<file path="src/rtl/inst_fetch_queue_if.sv">
// Fetch-queue bus bundle: redirect/enable controls, icache lookup and refill,
// memory-controller request/response, branch predictor and decoder queue.
//   master : the fetch unit (drives PCs, requests, refills and queue head)
//   slave  : the surrounding environment (icache, mem ctrl, predictor, ROB, decoder)
interface inst_fetch_queue_if #(
  parameter int unsigned QUEUE_DEPTH = 8,
  parameter int unsigned ADDR_WIDTH  = 32
);
  localparam int unsigned CNT_W = $clog2(QUEUE_DEPTH) + 1;

  // global control
  logic                  rdy_in;
  logic                  clr_in;
  logic [ADDR_WIDTH-1:0] clr_pc;
  // icache lookup
  logic [ADDR_WIDTH-1:0] ic_fetch_addr;
  logic                  ic_hit;
  logic [31:0]           ic_hit_inst;
  // icache refill
  logic                  ic_upd_valid;
  logic [ADDR_WIDTH-1:0] ic_upd_addr;
  logic [31:0]           ic_upd_inst;
  // memory controller
  logic                  mc_req_valid;
  logic [ADDR_WIDTH-1:0] mc_req_addr;
  logic                  mc_req_ack;
  logic                  mc_resp_valid;
  logic [31:0]           mc_resp_inst;
  // predictor
  logic [ADDR_WIDTH-1:0] pr_pc;
  logic                  pr_taken;
  // decoder queue head
  logic                  dq_valid;
  logic                  dq_ready;
  logic [ADDR_WIDTH-1:0] dq_pc;
  logic [31:0]           dq_inst;
  logic                  dq_pred;
  logic [CNT_W-1:0]      dq_count;

  modport master (
    input  rdy_in, clr_in, clr_pc,
    output ic_fetch_addr,
    input  ic_hit, ic_hit_inst,
    output ic_upd_valid, ic_upd_addr, ic_upd_inst,
    output mc_req_valid, mc_req_addr,
    input  mc_req_ack, mc_resp_valid, mc_resp_inst,
    output pr_pc,
    input  pr_taken,
    output dq_valid, dq_pc, dq_inst, dq_pred, dq_count,
    input  dq_ready
  );

  modport slave (
    output rdy_in, clr_in, clr_pc,
    input  ic_fetch_addr,
    output ic_hit, ic_hit_inst,
    input  ic_upd_valid, ic_upd_addr, ic_upd_inst,
    input  mc_req_valid, mc_req_addr,
    output mc_req_ack, mc_resp_valid, mc_resp_inst,
    input  pr_pc,
    output pr_taken,
    input  dq_valid, dq_pc, dq_inst, dq_pred, dq_count,
    output dq_ready
  );
endinterface

</file>
<file path="src/rtl/inst_fetch_queue.sv">
// Instruction fetch queue: fetches from the icache on a hit, otherwise runs a
// request/ack/response transaction with the memory controller (and refills the
// icache), predicts JAL/branch targets and buffers {PC, inst, pred} in a
// QUEUE_DEPTH-entry FIFO for the decoder. clr_in flushes and redirects.
// Ports:
//   clk_in : clock
//   rst_in : asynchronous active-high reset
//   bus    : inst_fetch_queue_if.master (control, icache, memory, predictor, decoder)
module inst_fetch_queue #(
  parameter int unsigned           QUEUE_DEPTH = 8,
  parameter int unsigned           ADDR_WIDTH  = 32,
  parameter logic [ADDR_WIDTH-1:0] RESET_PC    = '0
) (
  input logic                clk_in,
  input logic                rst_in,
  inst_fetch_queue_if.master bus
);
  localparam int unsigned    PTR_W     = $clog2(QUEUE_DEPTH);
  localparam int unsigned    CNT_W     = PTR_W + 1;
  localparam logic [CNT_W:0] DEPTH_EXT = (CNT_W + 1)'(QUEUE_DEPTH);
  localparam logic [6:0]     OP_JAL    = 7'b1101111;
  localparam logic [6:0]     OP_BRANCH = 7'b1100011;

  typedef enum logic [1:0] {S_IDLE, S_REQ, S_RESP, S_DRAIN} state_t;

  state_t                state_q, state_d;
  logic [ADDR_WIDTH-1:0] pc_q, pc_d;
  logic [PTR_W-1:0]      head_q, head_d, tail_q, tail_d;
  logic [CNT_W-1:0]      count_q, count_d;
  logic                  mc_req_valid_q, mc_req_valid_d;
  logic [ADDR_WIDTH-1:0] mc_req_addr_q, mc_req_addr_d;
  logic                  ic_upd_valid_q, ic_upd_valid_d;
  logic [ADDR_WIDTH-1:0] ic_upd_addr_q, ic_upd_addr_d;
  logic [31:0]           ic_upd_inst_q, ic_upd_inst_d;

  logic [ADDR_WIDTH-1:0] pc_mem   [QUEUE_DEPTH];
  logic [31:0]           inst_mem [QUEUE_DEPTH];
  logic                  pred_mem [QUEUE_DEPTH];

  logic                  dq_valid;
  logic                  pop;
  logic                  space;
  logic                  push_en;
  logic [31:0]           cur_inst;
  logic                  cur_pred;
  logic [ADDR_WIDTH-1:0] nxt_pc;
  logic [ADDR_WIDTH-1:0] j_off;
  logic [ADDR_WIDTH-1:0] b_off;

  // The instruction being pushed comes from the memory response while a miss
  // is outstanding, and from the icache otherwise.
  always_comb begin
    cur_inst = (state_q == S_RESP) ? bus.mc_resp_inst : bus.ic_hit_inst;
    j_off    = ADDR_WIDTH'($signed({cur_inst[31], cur_inst[19:12], cur_inst[20],
                                    cur_inst[30:21], 1'b0}));
    b_off    = ADDR_WIDTH'($signed({cur_inst[31], cur_inst[7], cur_inst[30:25],
                                    cur_inst[11:8], 1'b0}));
    cur_pred = 1'b0;
    nxt_pc   = pc_q + ADDR_WIDTH'(4);
    case (cur_inst[6:0])
      OP_JAL: begin
        cur_pred = 1'b1;
        nxt_pc   = pc_q + j_off;
      end
      OP_BRANCH: begin
        cur_pred = bus.pr_taken;
        if (bus.pr_taken) nxt_pc = pc_q + b_off;
      end
      default: ;
    endcase
  end

  assign dq_valid = (count_q != '0) && bus.rdy_in;
  assign pop      = dq_valid && bus.dq_ready;
  // An outstanding memory fetch holds a reserved slot, so the response can
  // always be pushed without re-checking occupancy.
  assign space    = ({1'b0, count_q} + {{CNT_W{1'b0}}, (state_q != S_IDLE)}) < DEPTH_EXT;

  always_comb begin
    state_d        = state_q;
    pc_d           = pc_q;
    head_d         = head_q;
    tail_d         = tail_q;
    count_d        = count_q;
    mc_req_valid_d = mc_req_valid_q;
    mc_req_addr_d  = mc_req_addr_q;
    ic_upd_valid_d = ic_upd_valid_q;
    ic_upd_addr_d  = ic_upd_addr_q;
    ic_upd_inst_d  = ic_upd_inst_q;
    push_en        = 1'b0;

    if (!bus.rdy_in) begin
      ic_upd_valid_d = 1'b0;
    end else if (bus.clr_in) begin
      head_d         = '0;
      tail_d         = '0;
      count_d        = '0;
      pc_d           = bus.clr_pc;
      ic_upd_valid_d = 1'b0;
      mc_req_valid_d = 1'b0;
      // A request the controller has already taken still owes a response,
      // which must be swallowed in DRAIN.
      case (state_q)
        S_REQ:   state_d = bus.mc_req_ack    ? S_DRAIN : S_IDLE;
        S_RESP:  state_d = bus.mc_resp_valid ? S_IDLE  : S_DRAIN;
        S_DRAIN: state_d = S_DRAIN;
        default: state_d = S_IDLE;
      endcase
    end else begin
      ic_upd_valid_d = 1'b0;
      case (state_q)
        S_IDLE: begin
          if (space) begin
            if (bus.ic_hit) begin
              push_en = 1'b1;
              pc_d    = nxt_pc;
            end else begin
              mc_req_valid_d = 1'b1;
              mc_req_addr_d  = pc_q;
              state_d        = S_REQ;
            end
          end
        end
        S_REQ: begin
          if (bus.mc_req_ack) begin
            mc_req_valid_d = 1'b0;
            state_d        = S_RESP;
          end
        end
        S_RESP: begin
          if (bus.mc_resp_valid) begin
            push_en        = 1'b1;
            ic_upd_valid_d = 1'b1;
            ic_upd_addr_d  = pc_q;
            ic_upd_inst_d  = bus.mc_resp_inst;
            pc_d           = nxt_pc;
            state_d        = S_IDLE;
          end
        end
        S_DRAIN: begin
          if (bus.mc_resp_valid) state_d = S_IDLE;
        end
        default: state_d = S_IDLE;
      endcase
      head_d  = head_q + PTR_W'(pop);
      tail_d  = tail_q + PTR_W'(push_en);
      count_d = count_q + CNT_W'(push_en) - CNT_W'(pop);
    end
  end

  always_ff @(posedge clk_in or posedge rst_in) begin
    if (rst_in) begin
      state_q        <= S_IDLE;
      pc_q           <= RESET_PC;
      head_q         <= '0;
      tail_q         <= '0;
      count_q        <= '0;
      mc_req_valid_q <= 1'b0;
      mc_req_addr_q  <= '0;
      ic_upd_valid_q <= 1'b0;
      ic_upd_addr_q  <= '0;
      ic_upd_inst_q  <= '0;
    end else begin
      state_q        <= state_d;
      pc_q           <= pc_d;
      head_q         <= head_d;
      tail_q         <= tail_d;
      count_q        <= count_d;
      mc_req_valid_q <= mc_req_valid_d;
      mc_req_addr_q  <= mc_req_addr_d;
      ic_upd_valid_q <= ic_upd_valid_d;
      ic_upd_addr_q  <= ic_upd_addr_d;
      ic_upd_inst_q  <= ic_upd_inst_d;
    end
  end

  // Queue storage carries no reset; occupancy is tracked by count_q.
  always_ff @(posedge clk_in) begin
    if (push_en) begin
      pc_mem[tail_q]   <= pc_q;
      inst_mem[tail_q] <= cur_inst;
      pred_mem[tail_q] <= cur_pred;
    end
  end

  assign bus.ic_fetch_addr = pc_q;
  assign bus.pr_pc         = pc_q;
  assign bus.ic_upd_valid  = ic_upd_valid_q;
  assign bus.ic_upd_addr   = ic_upd_addr_q;
  assign bus.ic_upd_inst   = ic_upd_inst_q;
  assign bus.mc_req_valid  = mc_req_valid_q;
  assign bus.mc_req_addr   = mc_req_addr_q;
  assign bus.dq_valid      = dq_valid;
  assign bus.dq_pc         = pc_mem[head_q];
  assign bus.dq_inst       = inst_mem[head_q];
  assign bus.dq_pred       = pred_mem[head_q];
  assign bus.dq_count      = count_q;
endmodule

</file>
<file path="src/flat_wrapper.sv">
// flat-port wrapper written by rule: the top's interface ports become plain ports
module inst_fetch_queue_flat 
#(
  parameter int unsigned           QUEUE_DEPTH = 8,
  parameter int unsigned           ADDR_WIDTH  = 32,
  parameter logic [ADDR_WIDTH-1:0] RESET_PC    = '0
)
  (clk_in, rst_in, bus_rdy_in, bus_clr_in, bus_clr_pc, bus_ic_fetch_addr, bus_ic_hit, bus_ic_hit_inst, bus_ic_upd_valid, bus_ic_upd_addr, bus_ic_upd_inst, bus_mc_req_valid, bus_mc_req_addr, bus_mc_req_ack, bus_mc_resp_valid, bus_mc_resp_inst, bus_pr_pc, bus_pr_taken, bus_dq_valid, bus_dq_pc, bus_dq_inst, bus_dq_pred, bus_dq_count, bus_dq_ready);
  inst_fetch_queue_if #(.QUEUE_DEPTH(QUEUE_DEPTH), .ADDR_WIDTH(ADDR_WIDTH)) bus_i ();
  input logic clk_in;
  input logic rst_in;
  input wire logic [$bits(bus_i.rdy_in)-1:0] bus_rdy_in;
  input wire logic [$bits(bus_i.clr_in)-1:0] bus_clr_in;
  input wire logic [$bits(bus_i.clr_pc)-1:0] bus_clr_pc;
  output wire logic [$bits(bus_i.ic_fetch_addr)-1:0] bus_ic_fetch_addr;
  input wire logic [$bits(bus_i.ic_hit)-1:0] bus_ic_hit;
  input wire logic [$bits(bus_i.ic_hit_inst)-1:0] bus_ic_hit_inst;
  output wire logic [$bits(bus_i.ic_upd_valid)-1:0] bus_ic_upd_valid;
  output wire logic [$bits(bus_i.ic_upd_addr)-1:0] bus_ic_upd_addr;
  output wire logic [$bits(bus_i.ic_upd_inst)-1:0] bus_ic_upd_inst;
  output wire logic [$bits(bus_i.mc_req_valid)-1:0] bus_mc_req_valid;
  output wire logic [$bits(bus_i.mc_req_addr)-1:0] bus_mc_req_addr;
  input wire logic [$bits(bus_i.mc_req_ack)-1:0] bus_mc_req_ack;
  input wire logic [$bits(bus_i.mc_resp_valid)-1:0] bus_mc_resp_valid;
  input wire logic [$bits(bus_i.mc_resp_inst)-1:0] bus_mc_resp_inst;
  output wire logic [$bits(bus_i.pr_pc)-1:0] bus_pr_pc;
  input wire logic [$bits(bus_i.pr_taken)-1:0] bus_pr_taken;
  output wire logic [$bits(bus_i.dq_valid)-1:0] bus_dq_valid;
  output wire logic [$bits(bus_i.dq_pc)-1:0] bus_dq_pc;
  output wire logic [$bits(bus_i.dq_inst)-1:0] bus_dq_inst;
  output wire logic [$bits(bus_i.dq_pred)-1:0] bus_dq_pred;
  output wire logic [$bits(bus_i.dq_count)-1:0] bus_dq_count;
  input wire logic [$bits(bus_i.dq_ready)-1:0] bus_dq_ready;
  assign bus_i.rdy_in = bus_rdy_in;
  assign bus_i.clr_in = bus_clr_in;
  assign bus_i.clr_pc = bus_clr_pc;
  assign bus_ic_fetch_addr = bus_i.ic_fetch_addr;
  assign bus_i.ic_hit = bus_ic_hit;
  assign bus_i.ic_hit_inst = bus_ic_hit_inst;
  assign bus_ic_upd_valid = bus_i.ic_upd_valid;
  assign bus_ic_upd_addr = bus_i.ic_upd_addr;
  assign bus_ic_upd_inst = bus_i.ic_upd_inst;
  assign bus_mc_req_valid = bus_i.mc_req_valid;
  assign bus_mc_req_addr = bus_i.mc_req_addr;
  assign bus_i.mc_req_ack = bus_mc_req_ack;
  assign bus_i.mc_resp_valid = bus_mc_resp_valid;
  assign bus_i.mc_resp_inst = bus_mc_resp_inst;
  assign bus_pr_pc = bus_i.pr_pc;
  assign bus_i.pr_taken = bus_pr_taken;
  assign bus_dq_valid = bus_i.dq_valid;
  assign bus_dq_pc = bus_i.dq_pc;
  assign bus_dq_inst = bus_i.dq_inst;
  assign bus_dq_pred = bus_i.dq_pred;
  assign bus_dq_count = bus_i.dq_count;
  assign bus_i.dq_ready = bus_dq_ready;
  inst_fetch_queue #(.QUEUE_DEPTH(QUEUE_DEPTH), .ADDR_WIDTH(ADDR_WIDTH), .RESET_PC(RESET_PC)) u_core (.clk_in(clk_in), .rst_in(rst_in), .bus(bus_i));
endmodule
</file>
<file path="config.mk">
export PLATFORM = sky130hd
export DESIGN_NAME = inst_fetch_queue_flat
export DESIGN_NICKNAME = d
export VERILOG_FILES = /design/src/rtl/inst_fetch_queue_if.sv /design/src/rtl/inst_fetch_queue.sv /design/src/flat_wrapper.sv
export SDC_FILE = /design/constraint.sdc
export NUM_CORES = 1
export LEC_CHECK = 0
export ABC_AREA = 1
export BUFFER_PORTS_ARGS = -buffer_cell sky130_fd_sc_hd__buf_2
export CORE_MARGIN = 2
export CORE_UTILIZATION = 45
export DETAILED_ROUTE_END_ITERATION = 10
export PLACE_DENSITY = 0.67
export SKIP_CTS_REPAIR_TIMING = 1
export SYNTH_ARGS = -nofsm -noshare
export SYNTH_HDL_FRONTEND = slang
export SYNTH_SLANG_ARGS = --single-unit
</file>
<file path="constraint.sdc">
create_clock -name clk_in -period 10.4 [get_ports clk_in]
set_clock_uncertainty 0.1 [all_clocks]
set_input_delay 0.52 -clock clk_in [delete_from_list [all_inputs] [get_ports clk_in]]
set_output_delay 0.52 -clock clk_in [all_outputs]
set_load 0.005 [all_outputs]
</file>
After elaboration in Yosys (flattened, before gate mapping)
Memories as Yosys holds them, arrays and structs flattened.
Cells that the tools add are included.
{"block": "op_classes", "bitwise": 2, "muxes": 39, "n_eq_ne": 11, "n_addsub": 8, "order_cmp": 1, "n_reduce_logical": 13}
{"operator": "$mux W32", "count": 6}
{"operator": "$pmux W32 S2", "count": 2}
{"operator": "$add A32 B32 Y32", "count": 2}
{"operator": "$add A32 B3 Y32 const B", "count": 1}
{"operator": "$reduce_and A5 Y1", "count": 4}
{"operator": "$mux W1", "count": 16}
{"operator": "$eq A7 B7 Y1 const B", "count": 2}
{"operator": "$mux W2", "count": 7}
{"operator": "$ne A3 B3 Y1 const B", "count": 4}
{"operator": "$pmux W2 S3", "count": 2}
{"operator": "$add A3 B1 Y3", "count": 2}
{"operator": "$mux W3", "count": 2}
{"operator": "$pmux W1 S2", "count": 3}
{"operator": "$reduce_bool A3 Y1", "count": 2}
{"operator": "$add A4 B1 Y5", "count": 1}
{"operator": "$lt A5 B4 Y1 const B", "count": 1}
{"operator": "$add A4 B1 Y4", "count": 1}
{"operator": "$eq A2 B2 Y1 const B", "count": 2}
{"operator": "$mux W4", "count": 1}
{"operator": "$reduce_and A4 Y1", "count": 1}
{"operator": "$reduce_bool A4 Y1", "count": 1}
{"operator": "$sub A4 B1 Y4", "count": 1}
{"operator": "$ne A3 B1 Y1 const B", "count": 1}
{"operator": "$ne A3 B2 Y1 const B", "count": 1}
{"operator": "other kinds (6)", "count": 8}
{"block": "word_totals", "memories": 3, "regBits": 142, "elab_cells": 87, "output_inout_bits": 232, "inputBits": 105, "ramBits": 520}
{"name": "u_core.inst_mem", "depth": 8, "width": 32, "read_ports": 1, "rd_ports_with_merged_regs": 0, "write_ports": 1, "line": "inst_fetch_queue.sv:37", "rtl": "logic [31:0] inst_mem [QUEUE_DEPTH];"}
{"name": "u_core.pc_mem", "depth": 8, "width": 32, "read_ports": 1, "rd_ports_with_merged_regs": 0, "write_ports": 1, "line": "inst_fetch_queue.sv:36", "rtl": "logic [ADDR_WIDTH-1:0] pc_mem [QUEUE_DEPTH];"}
{"name": "u_core.pred_mem", "depth": 8, "width": 1, "read_ports": 1, "rd_ports_with_merged_regs": 0, "write_ports": 1, "line": "inst_fetch_queue.sv:38", "rtl": "logic pred_mem [QUEUE_DEPTH];"}

Depth between registers and ports, before layout
Gate-level depths: netlist of run 1.
{"block": "depth", "ltp_word": 11, "depth_mapped": 23, "depth_no_buf": 21}

Least setup slack after synthesis of run 1
OpenSTA, ideal clock, no wires.
{"block": "synth_timing", "path_kind": "input to register", "startpoint": "input port bus_clr_in", "endpoint": "memory u_core.inst_mem[4][0], enable pin", "path_stages": 9, "t_arrival_ns": 5.947, "setup_slack_ns": 3.786, "path_buffers": 1, "path_cell_list": "buf_2 -> inv_1 -> nand2_1 -> nor2_1 -> nor3_1 -> nand2_1 -> nor2_2 -> nand2_1 -> nor3_1"}
{"block": "synth_via", "elab_chain_cells": 4}
{"element": "start: declaration", "line": "flat_wrapper.sv:13", "rtl": "input wire logic [$bits(bus_i.clr_in)-1:0] bus_clr_in;"}
{"element": "$mux W1", "line": "inst_fetch_queue.sv:94", "rtl": "end else if (bus.clr_in) begin"}
{"element": "$mux W1", "line": "inst_fetch_queue.sv:92", "rtl": "if (!bus.rdy_in) begin"}
{"element": "$mux W1", "line": "inst_fetch_queue.sv:179", "rtl": "if (push_en) begin"}
{"element": "$mux W1 (implied by the code)", "line": "inst_fetch_queue.sv:181", "rtl": "inst_mem[tail_q] <= cur_inst;"}
{"element": "end: declaration", "line": "inst_fetch_queue.sv:37"}
Every way passes these cells.

Final worst setup path of run 1
{"block": "layout_timing", "startpoint": "register u_core.head_q[0]", "endpoint": "output port bus_dq_pc[19]"}
{"block": "layout_via", "elab_chain_cells": 1}
{"element": "start: declaration", "line": "inst_fetch_queue.sv:28", "rtl": "logic [PTR_W-1:0] head_q, head_d, tail_q, tail_d;"}
{"element": "start signal: assignment", "line": "inst_fetch_queue.sv:155", "rtl": "head_q <= '0;"}
{"element": "start signal: assignment", "line": "inst_fetch_queue.sv:166", "rtl": "head_q <= head_d;"}
{"element": "$mem_v2 Z8 W32"}
{"element": "end: declaration", "line": "flat_wrapper.sv:29", "rtl": "output wire logic [$bits(bus_i.dq_pc)-1:0] bus_dq_pc;"}
Every way passes these cells.

==> results of run 1 <==
[registers in the layout (all words and copies together), names as in the netlist]
register                  cells
u_core.state_q                2
u_core.bus.ic_upd_valid       1
u_core.pred_mem               8
u_core.bus.dq_count           4
u_core.bus.ic_upd_addr       32
u_core.bus.mc_req_addr       32
u_core.bus.ic_upd_inst       32
u_core.bus.mc_req_valid       1
u_core.tail_q                 3
u_core.pc_mem               256
u_core.bus.ic_fetch_addr     32
u_core.head_q                 3
u_core.inst_mem             256
[per-stage QoR]
step / utilization, % / cells / hold WS (ns)
2_1_floorplan: - / 3339 / 0.3763
3_3_place_gp: 48.73 / 4481 / 0.3633
3_5_place_dp: 48.73 / 4481 / 0.3694
4_1_cts: 52.07 / 4612 / -0.001890
5_1_grt: 52.07 / 4612 / 0.02896
6_report: 52.07 / 4612 / -0.01378
[worst max-delay path by stage]
stage / from / to / slack [ns]
after floorplan: bus_clr_in / u_core.inst_mem[4][0] / 3.79
after global placement: bus_clr_in / u_core.pc_mem[2][11] / 5.39
after detailed placement: bus_clr_in / u_core.pc_mem[2][11] / 5.35
after CTS: u_core.head_q[0] / bus_dq_pc[19] / 5.66
after global routing: u_core.head_q[0] / bus_dq_pc[19] / 5.40
final: u_core.head_q[0] / bus_dq_pc[19] / 5.63
[power by group through the flow]
stage | registers, mW | clock network (mW) | logic, mW
final | 3.90 | 2.51 | 4.13
after detailed placement | 3.94 | 0 | 4.07
after global routing | 3.94 | 2.63 | 4.57
after global placement | 3.93 | 0 | 4.03
after CTS | 3.89 | 2.54 | 4.09
after floorplan | 3.82 | 0 | 2.47
[cell type report]
| cell class | instances | area share [%] |
|---|---|---|
| multi-input cells | 2238 | 29.28 |
| repair buffers | 382 | 5.579 |
| clock buffers | 93 | 5.282 |
| clock inverters | 38 | 1.119 |
| well taps | 940 | 3.237 |
| flip-flops and latches | 662 | 52.78 |
| inverters | 259 | 2.724 |
[worst reg2reg max path, stage by stage (launching register included)]
cell and delay (ns):
dfrtp_1 0.63, nor2_1 0.14, nor2_1 0.18, nand2_1 0.07
nand2_1 0.06, nand3_1 0.08, nand2_1 0.11, nand2_2 0.52
nor2_2 0.52, nand2_1 0.29, nor2_4 0.68, buf_4 0.67
[logic make-up (layout without fill, tap and decap cells)]
family                     after synthesis  in the layout
muxes                                   17             17
AOI/OAI and AO/OA                      641            641
and+or+nand+nor                       1502           1502
xor gates and xnor gates                15             15
DFF                                    662            662
adders and majority gates               63             63
buffers and inverters                  439            772
[per-layer routing]
| metal | global-route usage, % | up-vias | wire [um] |
|---|---|---|---|
| met2 | 42.95 | 1093 | 45880 |
| met1 | 36.15 | 12210 | 40620 |
| met5 | 0 | - | 0 |
| li1 | - | 11900 | - |
| met3 | 4.100 | 197 | 7712 |
| met4 | 9.039 | 0 | 3134 |
[cell usage in the layout (no fill, tap or decap), drive strengths merged]
cell type,netlist,layout
clkbuf,117,93
o2bb2ai,1,1
bufinv,0,4
or2,7,7
a22oi,3,3
o21bai,2,2
a21oi,114,114
mux2,17,17
o21ai,369,369
dfrtp,142,142
edfxtp,520,520
ha,60,60
o22ai,70,70
o21a,2,2
xnor2,1,1
a21o,4,4
fa,3,3
nand4,22,22
clkinvlp,0,2
nor2,700,700
xor2,14,14
nand2,596,596
inv,255,264
nor3,25,25
a31oi,70,70
nand3,142,142
and2,2,2
buf,63,382
and3,1,1
nand3b,7,7
o211ai,6,6
clkinv,4,27
==> results.md, run 1 <==
- Worst Tran Pin Value: 1.108 ns
- Syn_area_per_cell: around 9.5 um2
- Sw Ratio: ~41%
- Wire length per cell: around 21 um
- Die Span X: between 200 and 300 um
- Cell depth of the worst setup path: 7
- Total power: ~11 mW
- Crit-path leading delay family: buffers and inverters
- Initial antenna violation count: 2
- Total clock sinks: about 660
- FMAX: 209.5 MHz
- Reg-to-reg endpoint: u_core.pc_mem[2][14]
- Clk buf depth: 3
- Worst hold margin: -0.01378 ns
- Initial DRC count: 2455
- Post-layout net count: ~3800
- Crit share post-route: a little under half
- Total grt overflow: 0
- Initial Util: between 40% and 50%
- DP Worst Slack: 5.353 ns
- Post-DP HPWL: approximately 64 mm
- Crit-path slowest cell: buf_4
- Fin worst setup slack: ~5.6 ns
- Hold Crit Class: input pin to asynchronous set/reset pin
- Main synth FF type: edfxtp_1
- Post-synthesis sequential area ratio: about three fifths
- CP arrival: about 4.2 ns
- Share of cells above drive strength 1: 14.87%
- Syn. warnings: 0
- Most numerous cell in the Yosys netlist: nor2_1
- Startpoint types: flip-flop
- Clock power frac: a little under a quarter
- Largest net degree at the start of global routing: 154
- Dominant cell type by area after synthesis: edfxtp_1
- Vias in the first global route: 23300
- Post-DR vias/cell: approximately 5.5
- CP peak stage delay: about 0.90 ns
- Worst Path Class, Setup: flip-flop to primary output
- Yosys cell types: 44
- Simple-Gate Fraction of Synth Area: between 10% and 20%
- DRC: 0
- Failing checks: negative hold slack
- Root Buffer: clkbuf_16
- Ports: between 300 and 400
- DIE AREA: about 72000 um2
- First-pass GRT wire length: ~140 mm
- Synthesis-to-layout area growth: 15.13%
- R2R depth: 11
- Synth Register Bits: around 660
- Area post-placement: roughly 34000 um2
- Post-synth EDFFs: 520
- Clock slew at reported path FFs: 0.06 ns
- Final hold vios: 4
- Post-synth net total: approximately 3500
- RSZ-0062 raised after global routing: false
- Largest family of logic cells by synthesized area: simple AND/OR/NAND/NOR gates
- Post-synthesis compound-gate area fraction: 10.90%
- Clock latency on the worst-skew pair: roughly 0.64 ns
- Flop-to-flop setup slack: 5.92 ns
- Cell count after synthesis: roughly 3300
- Detail Route Antenna Nets: 0
- Mapped Area: 31560 um2
- Total Negative Setup Slacks: 0 ns
- Core ar.: between 60000 and 70000 um2
- Maximum Capacitance Violations: 0
- Sequential power share: between 30% and 40%
- Die H: 268.8 um
- IO Port Bufs: between 300 and 400
- Nature of the critical path endpoint: primary output
- R2r startpoint: u_core.state_q[1]
- Top post-synthesis cells by area: edfxtp_1 (49%), dfrtp_1 (11%), nor2_1 (8.3%)
- Post-route cell area: about 36000 um2
- Critical path, cell by cell: inv_6 > buf_4 > o21ai_0 > o22ai_1 > nor2_1 > a31oi_1 > buf_2
- Slew HR: a little over a quarter
- Drt first pass iters: 5
- CTS tree: yes
- Leak Pwr: approximately 15 nW
- Slew Viols, Final: 0
- Period minus WS final: between 4 and 5 ns
- Diodes inserted: 0
- Cts bufs inserted: between 70 and 80
- Status: complete, but fails checks
- Crit-path max FO: between 150 and 200
- Via Count: approximately 25000
- Ys async rst share: between 20% and 30%
- Xor-xnor portion of the synthesized cell area: less than 1%
- PwrDens: just under 300 nW/um2
- Register area: between 15000 and 20000 um2
- Synth top area share: 49.48%
- Mux cell area share after synthesis: 0.6066%
- Multi-input gate area: about 11000 um2
- FILL cells: ~6300
- GPL Wtd Cong: roughly 0.98
- Max IR drop VDD: 0.0001452 V
- H-Tree Depth: 3
- Internal: 6.185 mW
- Detailed Route WL: 97.34 mm
- Crit path buf inv count: 3
- Final Setup Violations: 0
- P_sw: 4.354 mW
- Total track usage: about a quarter
- Combinational share of power: 39.2%
- Data required, critical path: ~10 ns
- FP Rows: 97
- Post-synth top cells: nor2_1 (696), nand2_1 (589), edfxtp_1 (520), o21ai_0 (362), inv_1 (253)
- Adder-cell share of the synthesized area: 2.569%
Power figures use the tool's default switching activity.
==> inputs of run 2 (changes only) <==
==> constraint.sdc (replaced) <==
create_clock -name clk_in -period 4.99 [get_ports clk_in]
set_clock_uncertainty 0.1 [all_clocks]
set_input_delay 0.2495 -clock clk_in [delete_from_list [all_inputs] [get_ports clk_in]]
set_output_delay 0.2495 -clock clk_in [all_outputs]
set_load 0.005 [all_outputs]
==> results.md, run 2 (synthesis results as in run 1) <==
- Post-DR vias/cell: 5.482 (was 5.507)
- Startpoint types: flip-flop (unchanged)
- Combinational share of power: 39.8% (was 39.2%)
- Initial DRC count: 2537 (was 2455)
- Wire length per cell: 22.02 um (was 21.11 um)
- Detailed Route WL: 103.5 mm (was 97.34 mm)
- Clock power frac: 23.6% (was 23.8%)
- Status: complete, but fails checks (unchanged)
- Post-DP HPWL: 69.16 mm (was 64.33 mm)
- Worst Tran Pin Value: 1.138 ns (was 1.108 ns)
- FILL cells: 6225 (was 6330)
- Initial Util: 45.22% (unchanged)
- Via Count: 25770 (was 25400)
- Cts bufs inserted: 72 (was 71)
- Slew HR: 24.12% (was 26.05%)
- RSZ-0062 raised after global routing: false (unchanged)
- H-Tree Depth: 3 (unchanged)
- Crit-path leading delay family: simple AND/OR/NAND/NOR gates (was buffers and inverters)
- Total power: 22.21 mW (was 10.54 mW)
- Data required, critical path: 5.41 ns (was 9.78 ns)
- Largest regs: u_core.inst_mem: 256 flops, u_core.pc_mem: 256 flops (unchanged)
- Root Buffer: clkbuf_16 (unchanged)
- R2r startpoint: u_core.state_q[1] (unchanged)
- Share of cells above drive strength 1: 15.43% (was 14.87%)
- Total clock sinks: 662 (unchanged)
- First-pass GRT wire length: 149.3 mm (was 142.4 mm)
- Hold Path Origin: bus_clr_pc[10]
- Post-route cell area: 37290 um2 (was 36330 um2)
- DIE AREA: 72270 um2 (unchanged)
- Leak Pwr: 15.48 nW (was 15.05 nW)
- Core ar.: 69790 um2 (unchanged)
- Die Span X: 268.8 um (unchanged)
- Internal: 13.00 mW (was 6.185 mW)
- FP Rows: 97 (unchanged)
- Crit. Startpoint: u_core.state_q[1] (was u_core.head_q[0])
- Clock latency on the worst-skew pair: 0.64 ns (about the same)
- Period minus WS final: about 4 ns
- Area post-placement: 34400 um2 (was 34010 um2)
- Cell count after placement: 4511 (was 4481)
- Crit-path max FO: 27 (was 153)
- Total Negative Setup Slacks: 0 ns (unchanged)
- Initial antenna violation count: 3 (was 2)
- IO Port Bufs: 336 (unchanged)
- Synthesis-to-layout area growth: 18.16% (was 15.13%)
- Vias in the first global route: 23140 (was 23300)
- DRC: 0 (unchanged)
- Post-layout net count: 3871 (was 3782)
- Maximum Capacitance Violations: 0 (unchanged)
- Layout Cells excl Fill: 4701 (was 4612)
- Crit path top cell by count: nand2_1
- Largest net degree at the start of global routing: 182 (was 154)
- Register area: 19180 um2 (unchanged)
- PwrDens: 595.5 nW/um2 (was 290.0 nW/um2)
- Clk buf depth: 3 (unchanged)
- Failing checks: negative hold slack (unchanged)
- Die H: 268.8 um (unchanged)
- Crit path buf inv count: 2 (was 3)
- Drt first pass iters: 6 (was 5)
- Final hold vios: 2 (was 4)
- Worst Path Class, Setup: flip-flop to flip-flop (was flip-flop to primary output)
- Total track usage: 27.89% (was 26.39%)
- FMAX: 242.7 MHz
- Critical path, cell by cell: nand2_4 > o21ai_0 > inv_1 > fa_1 > inv_1 > nand2_1 > o21ai_0 > nand2_1 > nand3_1 > nand2_1 > nand2_1 > nand2_1 > nand3_1 > nand4_1 > nand2_1 > nand2_1 (was inv_6 > buf_4 > o21ai_0 > o22ai_1 > nor2_1 > a31oi_1 > buf_2)
- Clock slew at reported path FFs: 0.06 ns (about the same)
- Hold Crit Class: input pin to flip-flop (was input pin to asynchronous set/reset pin)
- Crit share post-route: 82.58%
- GPL Wtd Cong: 0.9969 (was 0.9814)
- Total grt overflow: 0 (unchanged)
- Final Setup Violations: 0 (unchanged)
- Multi-input gate area: 10650 um2 (was 10640 um2)
- Nature of the critical path endpoint: flip-flop (was primary output)
- Ports: 337 (unchanged)
- P_sw: 9.207 mW (was 4.354 mW)
- CTS tree: yes (unchanged)
- Most frequent cells in the layout: nor2_1 (689), nand2_1 (588), edfxtp_1 (520) (unchanged)
- Crit-path slowest cell: o21ai_0 (was buf_4)
- Max IR drop VDD: 0.0003566 V (was 0.0001452 V)
- Sw Ratio: 41.46% (was 41.31%)
- Most common cell after layout, fill and taps aside: nor2_1 (unchanged)
- Sequential power share: 36.6% (was 37.0%)
- Detail Route Antenna Nets: 0 (unchanged)
- Slew Viols, Final: 0 (unchanged)
- CP arrival: 4.54 ns (was 4.15 ns)
- Worst hold margin: -0.01418 ns (was -0.01378 ns)
- CP peak stage delay: 0.75 ns (was 0.90 ns)
## run 2: cell count changes in the layout (fill, tap and decap cells not counted), sizes merged
| cell | before | now |
|---|---|---|
| clkbuf | 93 | 84 |
| buf | 382 | 412 |
| inv | 264 | 263 |
| bufinv | 4 | 5 |
| diode | 0 | 2 |
| dlygate4sd3 | 0 | 58 |
| clkinv | 27 | 34 |
| clkinvlp | 2 | 3 |
## run 2: worst reg2reg max path: stages, from the launching register on
cell	delay, ns
dfrtp_1	0.57
nand2_4	0.33
o21ai_0	0.79
inv_1	0.19
fa_1	0.45
inv_1	0.12
nand2_1	0.08
o21ai_0	0.51
nand2_1	0.14
nand3_1	0.22
nand2_1	0.11
nand2_1	0.07
nand2_1	0.04
nand3_1	0.07
nand4_1	0.12
nand2_1	0.09
nand2_1	0.05
## run 2: worst paths after layout
path,end,slack [ns],cells after the start
min in group asynchronous,u_core.bus.ic_upd_valid,0.20,3
max in group asynchronous,u_core.bus.ic_upd_addr[31],3.48,4
setup reg to reg,u_core.bus.ic_fetch_addr[17],0.87,16
setup / recovery,u_core.bus.ic_fetch_addr[17],0.87,16
hold reg to reg,u_core.bus.mc_req_addr[0],0.38,2
hold / removal,u_core.bus.ic_fetch_addr[10],-0.01,5
## run 2: final cells by class
| class | instances | share of cell area (%) |
|---|---|---|
| multi-input cells | 2238 | 28.57 |
| clock inverters | 46 | 1.124 |
| diodes | 2 | 0.01342 |
| clock buffers | 84 | 5.060 |
| flip-flops and latches | 662 | 51.42 |
| repair buffers | 470 | 7.999 |
| inverters | 259 | 2.661 |
| well taps | 940 | 3.154 |
## run 2: metrics by stage
stage | setup slack [ns] | utilization (%)
3_5_place_dp | 0.9467 | 49.29
5_1_grt | 0.6138 | 53.43
4_1_cts | 0.9584 | 52.60
3_3_place_gp | 1.020 | 49.29
6_report | 0.8693 | 53.44
2_1_floorplan | 0.2252 | -
## run 2: power groups by stage
stage                     Sequential [mW]  Combinational [mW]  Clock, mW
after global routing                 8.21                9.75       5.51
final                                8.14                8.84       5.23
after CTS                            8.11                8.67       5.30
after detailed placement             8.22                8.62          0
after global placement               8.20                8.62          0
after floorplan                      7.96                5.14          0
## run 2: routing by layer
layer,share of wire [%],vias up,GRT usage [%]
met1,44,12540,40.49
li1,-,12050,-
met2,46,1047,43.82
met5,0,-,0
met4,2.2,0,7.222
met3,7.8,138,4.411
